`config.mk`:
```
export PLATFORM = sky130hd
export DESIGN_NAME = pe_inject_ctrl
export DESIGN_NICKNAME = d
export VERILOG_FILES = /design/src/rtl/pe_inject_ctrl.sv
export SDC_FILE = /design/constraint.sdc
export NUM_CORES = 1
export LEC_CHECK = 0
export BUFFER_PORTS_ARGS = -buffer_cell sky130_fd_sc_hd__buf_2
export CAP_MARGIN = 20
export CORE_MARGIN = 2
export CORE_UTILIZATION = 50
export CTS_CLUSTER_SIZE = 24
export DETAILED_ROUTE_END_ITERATION = 12
export PLACE_DENSITY = 0.71
export SLEW_MARGIN = 25
export SYNTH_ARGS = -nofsm -noshare
export SYNTH_HDL_FRONTEND = slang
export SYNTH_SLANG_ARGS = --single-unit
```
`constraint.sdc`:
```
create_clock -name clk -period 4.2 [get_ports clk]
set_input_delay 0.63 -clock clk [delete_from_list [all_inputs] [get_ports clk]]
set_output_delay 0.63 -clock clk [all_outputs]
set_load 0.05 [all_outputs]
```
`src/rtl/pe_inject_ctrl.sv`:
```
// pe_inject_ctrl: injection-side controller between a processing element and
// the PE injection port of a dimension-ordered mesh router.
// - Buffers PE packets in a DEPTH-entry FIFO and presents the head as
//   (i_x, i_y, i_d, i_v).
// - Pops the head on i_ack.
// - Flags starvation when the head is refused STARVE_LIM cycles in a row.
// Optional macro PE_INJ_STATS_EN adds inj_cnt / stall_cnt statistics outputs.
module pe_inject_ctrl #(
   parameter int X_W        = 2,
   parameter int Y_W        = 2,
   parameter int D_W        = 32,
   parameter int DEPTH      = 4,
   parameter int STARVE_LIM = 8
) (
   input  logic                     clk,
   input  logic                     rst,
   input  logic [X_W-1:0]           pe_x,
   input  logic [Y_W-1:0]           pe_y,
   input  logic [D_W-1:0]           pe_d,
   input  logic                     pe_v,
   output logic                     pe_rdy,
   output logic [X_W-1:0]           i_x,
   output logic [Y_W-1:0]           i_y,
   output logic [D_W-1:0]           i_d,
   output logic                     i_v,
   input  logic                     i_ack,
   output logic                     starve,
   output logic [$clog2(DEPTH):0]   count
`ifdef PE_INJ_STATS_EN
   ,
   output logic [31:0]              inj_cnt,
   output logic [31:0]              stall_cnt
`endif
);

   localparam int AW = $clog2(DEPTH);
   localparam int CW = AW + 1;
   localparam int PW = X_W + Y_W + D_W;
   localparam logic [CW-1:0] FULL = CW'(DEPTH);
   localparam logic [7:0]    LIM  = 8'(STARVE_LIM);

   typedef enum logic [1:0] {
      IDLE    = 2'd0,
      PEND    = 2'd1,
      STARVED = 2'd2
   } state_t;

   // Packet storage: data only, never reset (occupancy lives in count_q)
   logic [PW-1:0]  mem_q [DEPTH];

   logic [AW-1:0]  wr_ptr_q, wr_ptr_d;
   logic [AW-1:0]  rd_ptr_q, rd_ptr_d;
   logic [CW-1:0]  count_q,  count_d;
   state_t         state_q,  state_d;
   logic [7:0]     wcnt_q,   wcnt_d;
   logic           starve_q, starve_d;
   logic           push, pop;
   logic [PW-1:0]  pkt_in;
   logic [PW-1:0]  head;

`ifdef PE_INJ_STATS_EN
   logic [31:0]    inj_cnt_q,   inj_cnt_d;
   logic [31:0]    stall_cnt_q, stall_cnt_d;
`endif

   // pe_rdy looks only at registered occupancy, so a same-cycle pop does not
   // open a slot for the PE; there is no bypass from PE to router either.
   assign pe_rdy = (count_q != FULL);
   assign i_v    = (count_q != '0);
   assign push   = pe_v && pe_rdy;
   assign pop    = i_v && i_ack;
   assign pkt_in = {pe_x, pe_y, pe_d};
   assign head   = mem_q[rd_ptr_q];
   assign i_x    = head[PW-1 -: X_W];
   assign i_y    = head[D_W+Y_W-1 -: Y_W];
   assign i_d    = head[D_W-1:0];
   assign count  = count_q;
   assign starve = starve_q;

`ifdef PE_INJ_STATS_EN
   assign inj_cnt   = inj_cnt_q;
   assign stall_cnt = stall_cnt_q;
`endif

   // Next-state: FIFO pointers/occupancy and the starvation FSM with its wait counter
   always_comb begin
      wr_ptr_d = wr_ptr_q + AW'(push);
      rd_ptr_d = rd_ptr_q + AW'(pop);
      count_d  = count_q;
      case ({push, pop})
         2'b10:   count_d = count_q + CW'(1);
         2'b01:   count_d = count_q - CW'(1);
         default: count_d = count_q;
      endcase

      state_d = state_q;
      wcnt_d  = wcnt_q;
      case (state_q)
         IDLE: begin
            wcnt_d = 8'd0;
            if (count_d != '0) state_d = PEND;
         end
         PEND: begin
            if (pop) begin
               wcnt_d  = 8'd0;
               state_d = (count_d == '0) ? IDLE : PEND;
            end else begin
               wcnt_d = wcnt_q + 8'd1;
               if (wcnt_q + 8'd1 == LIM) state_d = STARVED;
            end
         end
         STARVED: begin
            // wcnt saturates here until the head is finally accepted
            if (pop) begin
               wcnt_d  = 8'd0;
               state_d = (count_d == '0) ? IDLE : PEND;
            end
         end
         default: begin
            wcnt_d  = 8'd0;
            state_d = IDLE;
         end
      endcase
      starve_d = (state_d == STARVED);

`ifdef PE_INJ_STATS_EN
      inj_cnt_d   = inj_cnt_q + 32'(pop);
      stall_cnt_d = stall_cnt_q + 32'(i_v && !i_ack);
`endif
   end

   // Control state with synchronous reset; reset discards every queued entry
   always_ff @(posedge clk) begin
      if (rst) begin
         wr_ptr_q    <= '0;
         rd_ptr_q    <= '0;
         count_q     <= '0;
         state_q     <= IDLE;
         wcnt_q      <= 8'd0;
         starve_q    <= 1'b0;
`ifdef PE_INJ_STATS_EN
         inj_cnt_q   <= 32'd0;
         stall_cnt_q <= 32'd0;
`endif
      end else begin
         wr_ptr_q    <= wr_ptr_d;
         rd_ptr_q    <= rd_ptr_d;
         count_q     <= count_d;
         state_q     <= state_d;
         wcnt_q      <= wcnt_d;
         starve_q    <= starve_d;
`ifdef PE_INJ_STATS_EN
         inj_cnt_q   <= inj_cnt_d;
         stall_cnt_q <= stall_cnt_d;
`endif
      end
   end

   // Packet write port: payload storage carries no reset
   always_ff @(posedge clk) begin
      if (push) mem_q[wr_ptr_q] <= pkt_in;
   end

endmodule

```
# ---- Yosys cells after proc, flatten, opt, wreduce, memory -nomap -nowiden
# Memory sizes are Yosys's and may differ from the RTL's. A register that Yosys moved wholly into a read port is not among the register bits.
# Index checks and enable logic that the tools add are counted.
dict set report word_totals {
  ff_bits 18
  ram_bits 144
  input_bits 40
  out_inout_bits 42
  elab_cells 39
  mem_count 1
}
dict set report classes {
  n_addsub 5
  eq_ne 8
  muxes 13
  n_reduce_logical 6
}
# name depth width rd rd_clocked_by_memory_dff write_ports line_no
set mem_list {}
lappend mem_list {mem_q 4 36 1 1 1 49} ;# logic [PW-1:0] mem_q [DEPTH];
# operator n
set op_table {}
lappend op_table {{8-bit 2-to-1 mux} 2}
lappend op_table {{8-bit one-hot mux with 2 select lines} 1}
lappend op_table {{2-bit 2-to-1 mux} 5}
lappend op_table {{8-bit by 1-bit adder with 8-bit output (second input constant)} 1}
lappend op_table {{8-bit by 4-bit == test with 1-bit output (second input constant)} 1}
lappend op_table {{2-bit == test (second input constant)} 3}
lappend op_table {{2-bit one-hot mux with 3 select lines} 1}
lappend op_table {{3-bit one-hot mux with 2 select lines} 1}
lappend op_table {{3-bit nonzero test} 2}
lappend op_table {{2-bit by 1-bit adder with 2-bit output} 2}
lappend op_table {{2-bit by 1-bit == test with 1-bit output (second input constant)} 2}
lappend op_table {{3-bit by 1-bit adder with 3-bit output (second input constant)} 1}
lappend op_table {{3-bit logical NOT} 1}
lappend op_table {{1-bit 2-to-1 mux} 3}
lappend op_table {{3-bit != test (second input constant)} 1}
lappend op_table {{3-bit by 1-bit subtractor with 3-bit output (second input constant)} 1}
lappend op_table {{1-bit logical AND} 2}
lappend op_table {{2-bit logical NOT} 1}
lappend op_table {{2-bit != test (second input constant)} 1}

# ---- Depth between registers and ports, before layout
dict set report depth {
  word_depth 9
  mapped_depth 10
  mapped_depth_nobuf 10
}

# ---- Worst setup path before layout
# OpenSTA, ideal clock, no wires.
dict set report synth_timing {
  kind {reg2reg}
  startpoint {register count_q[0] (netlist: count[0])}
  endpoint {memory mem_q[1][0] in the netlist's numbering (enable)}
  t_arrival_ns 4.267
  required_time_ns 3.718
  slack_ns -0.549
  path_stages_with_launch 5
  path_buffers 0
  cell_sequence {dfxtp_1 inv_1 nand3_1 nand2_1 nor3b_1}
}
dict set report synth_via {
  elab_chain_len 4
}
# element line_no
set synth_lines {}
lappend synth_lines {{start, declared} 53} ;# logic [CW-1:0] count_q, count_d;
lappend synth_lines {{start signal, assigned} 148} ;# count_q <= count_d;
lappend synth_lines {{3-bit != test} 68} ;# assign pe_rdy = (count_q != FULL);
lappend synth_lines {{via pe_rdy} 21} ;# output logic pe_rdy,
lappend synth_lines {{1-bit logical AND} 70} ;# assign push = pe_v && pe_rdy;
lappend synth_lines {{1-bit 2-to-1 mux} 161} ;# if (push) mem_q[wr_ptr_q] <= pkt_in;
lappend synth_lines {{1-bit 2-to-1 mux (not written as such)} 161}
lappend synth_lines {{end, declared} 49}
# The timed path passes the listed nets, and every way through them passes these cells.

==> metrics.md <==
| Metric | Value |
|---|---|
| First-pass detailed-route iteration total | `4` |
| Gr ovfl total | `0` |
| Slew of the pin with the lowest slew margin | `1020 ps` |
| Outcome | `complete, no violations` |
| Main synth FF type | `edfxtp_1` |
| Maximum VDD drop | `just under 0.4 mV` |
| Number of antenna diodes | `0` |
| Nets | `433` |
| Final Setup Violations | `0` |
| Area growth syn-to-layout | `20.0%` |
| Synth Warn # | `0` |
| Vias in the first global route | `3159` |
| CTS max path bufs | `2` |
| Hold Fails Final Rpt | `0` |
| CTS Buf Count | `17` |
| CTS sink count | `~160` |
| Critical path arrival | `approximately 2400 ps` |
| Yosys reg bits | `~160` |
| Post-route minimum period | `3000 ps` |
| Period utilization | `around 70%` |
| CP Capture Type | `output pin` |
| Die height | `114 µm` |
| GRT Util Overall | `about 18%` |
| Setup Skew | `between 7 and 8 ps` |
| Design area | `between 7000 and 8000 µm²` |
| # hold bufs at CTS | `0` |
| Placed cells | `516` |
| Core Region | `between 10000 and 15000 µm²` |
| Asr flop ratio synth | `0%` |
| RSZ-0062 raised after global routing | `false` |
| Later-pin clock latency in the skew report | `about 420 ps` |
| Post-synth EDFFs | `between 100 and 150` |
| Slew Viols, Final | `0` |
| Setup bufs post-CTS | `0` |
| FMAX | `~330 MHz` |
| Worst-path clk slew | `60 ps` |
| Routed len/inst | `about 20 µm` |
| First-pass GRT wire length | `between 15000 and 20000 µm` |
| Final WL | `10800 µm` |
| Crit Path Max Fanout | `19` |
| CTS tree | `built` |
| Share of cells above drive strength 1 | `just over 40%` |
| Lkg Pwr | `between 2 and 3 nW` |
| Die W | `approximately 110 µm` |
| Synth cell types | `38` |
| HP Class | `primary input to register` |
| FF-to-FF Start | `count[0]` |
| Sum Neg Setup Slack | `0 ps` |
| Boundary pin count | `82` |
| Via density | `roughly 5.5` |
| Synth top area cells | `edfxtp_1 71%, mux4_2 13%, dfxtp_1 5.9%` |
| Largest area contributor in the netlist | `edfxtp_1` |
| Critical path type | `register to output pin` |
| Gate Count Post-Synth | `about 290` |
| Synth top area share | `around 71%` |
| Reg2reg end | `state_q[0]` |
| Initial antenna violation count | `0` |
| Reg2Reg Setup Slack | `between 1500 and 2000 ps` |
| Post-DRT Antenna Nets | `0` |
| Routability cong. | `between 0.7 and 0.8` |
| Non-Filler Instances | `between 500 and 600` |
| WP data required | `3570 ps` |
| Worst Setup Start Kind | `register` |
| DR iter-0 viols | `around 190` |
| HPWL Detailed | `6800 µm` |
| Cells on worst reg2reg path | `10` |
| Starting density of the core | `around half` |
| Sequential-to-total area share from yosys stat | `around three quarters` |
| Port-buffer cells | `81` |
| Max cap viols | `0` |
| Placed cell areas | `a little under 7000 µm²` |
| Vias | `3032` |
| Post-cts sizing count | `0` |
| Post-synthesis net count | `roughly 340` |
| Mapped Avg Cell Area | `~21 µm²` |
| H-tree depth | `4` |
| Slew HR | `32.3%` |
| Die area | `13100 µm²` |
| Power Density | `roughly 710 nW/µm²` |
| HP Start | `pe_d[29]` |
| Largest net degree at the start of global routing | `38` |
| Hold Path End | `mem_q[0][29]` |
| Post-route DRC | `0` |
| Hold path depth | `1` |
| CTS root buffer | `clkbuf_16` |
| Cell Rows | `40` |
| Synthesized area | `about 6100 µm²` |
-- worst max-delay path, stage by stage, from the launching register on --
cell and delay (ps):
dfxtp_2 790, buf_4 370, mux4_2 550, buf_2 230
-- metal layers --
layer | share of wire, % | vias up | global-route usage (%)
met5 | 0 | - | 0
met1 | 43 | 1534 | 22.5
met2 | 50 | 91 | 28.8
li1 | - | 1393 | -
met3 | 6.1 | 14 | 5.82
met4 | 1.2 | 0 | 7.56
-- cells in the mapped netlist, types with 2 or more instances --
cell type  number
o21ai_0         2
nor3_1          2
o21a_1          2
clkbuf_1        4
inv_1           6
ha_1            4
a21oi_1         3
nand3_1         3
xnor2_1         2
a31oi_1         6
mux4_2         36
dfxtp_1        18
a22o_1          3
buf_4           2
nor2b_1         5
a211oi_1        2
edfxtp_1      144
xor2_1          5
or3_1           2
nor2_1          8
nand2_1         9
and3_1          4
nor3b_1         2
buf_2           4
-- cells in the final DEF (no fill, tap or decap), types with 6 or more instances in the layout --
cell	n
a31oi_1	6
buf_2	81
buf_4	6
clkbuf_16	17
dfxtp_1	16
edfxtp_1	144
inv_1	6
inv_6	8
mux4_2	36
nand2_1	9
nor2_1	8
-- cell families (layout without fill, tap and decap cells) --
kind of cell / Yosys count / count (layout) / share of synthesized area, %
compound gates: 23 / 23 / 2.62
fa+ha+maj: 6 / 6 / 1.31
flops: 162 / 162 / 76.8
xor+xnor: 7 / 7 / 1.00
mux: 36 / 36 / 13.3
simple gates: 42 / 42 / 3.81
buf+inv: 16 / 125 / 1.19
-- cell type report --
type / count / area, µm²
fillers: 824 / 4640
well taps: 147 / 184
multi-input cells: 114 / 1380
inverters: 6 / 22.5
repair buffers: 87 / 450
clock inverters: 15 / 170
flip-flops and latches: 162 / 4690
clock buffers: 17 / 425
-- flip-flops by register name, indices dropped and copies added, names as in the netlist --
register and cells:
state_q 2, rd_ptr_q 2, count 3, wr_ptr_q 2, starve 1, mem_q 144
wcnt_q 8
-- stage by stage --
step | hold WS, ps | utilization (%) | setup slack (ps) | power (W)
floorplan | 439 | - | 677 | 0.00336
detailed placement | 471 | 56.2 | 1560 | 0.00374
CTS | 401 | 61.2 | 1110 | 0.00526
finish | 423 | 61.2 | 1200 | 0.00520
global route | 411 | 61.2 | 1010 | 0.00540
global placement | 462 | 56.2 | 1610 | 0.00370
-- power breakdown --
group | total [W] | internal, W | leakage [nW] | switching [W]
Sequential | 0.00209 | 0.00195 | 1.47 | 0.000147
Clock | 0.00152 | 0.000891 | 0.283 | 0.000634
Combinational | 0.00158 | 0.000510 | 0.773 | 0.00107
Total | 0.00520 | 0.00335 | 2.52 | 0.00185
-- worst max path at each step --
stage	startpoint	end	slack [ps]	cells after the start
6_report	rd_ptr_q[0]	i_d[16]	1200	3
3_5_place_dp	i_ack	state_q[0]	1560	9
4_1_cts	rd_ptr_q[0]	i_d[16]	1110	3
2_1_floorplan	count[0]	mem_q[1][0]	680	4
3_3_place_gp	rd_ptr_q[0]	i_d[16]	1610	3
5_1_grt	rd_ptr_q[0]	i_d[16]	1010	3
Power figures use the tool's default switching activity.
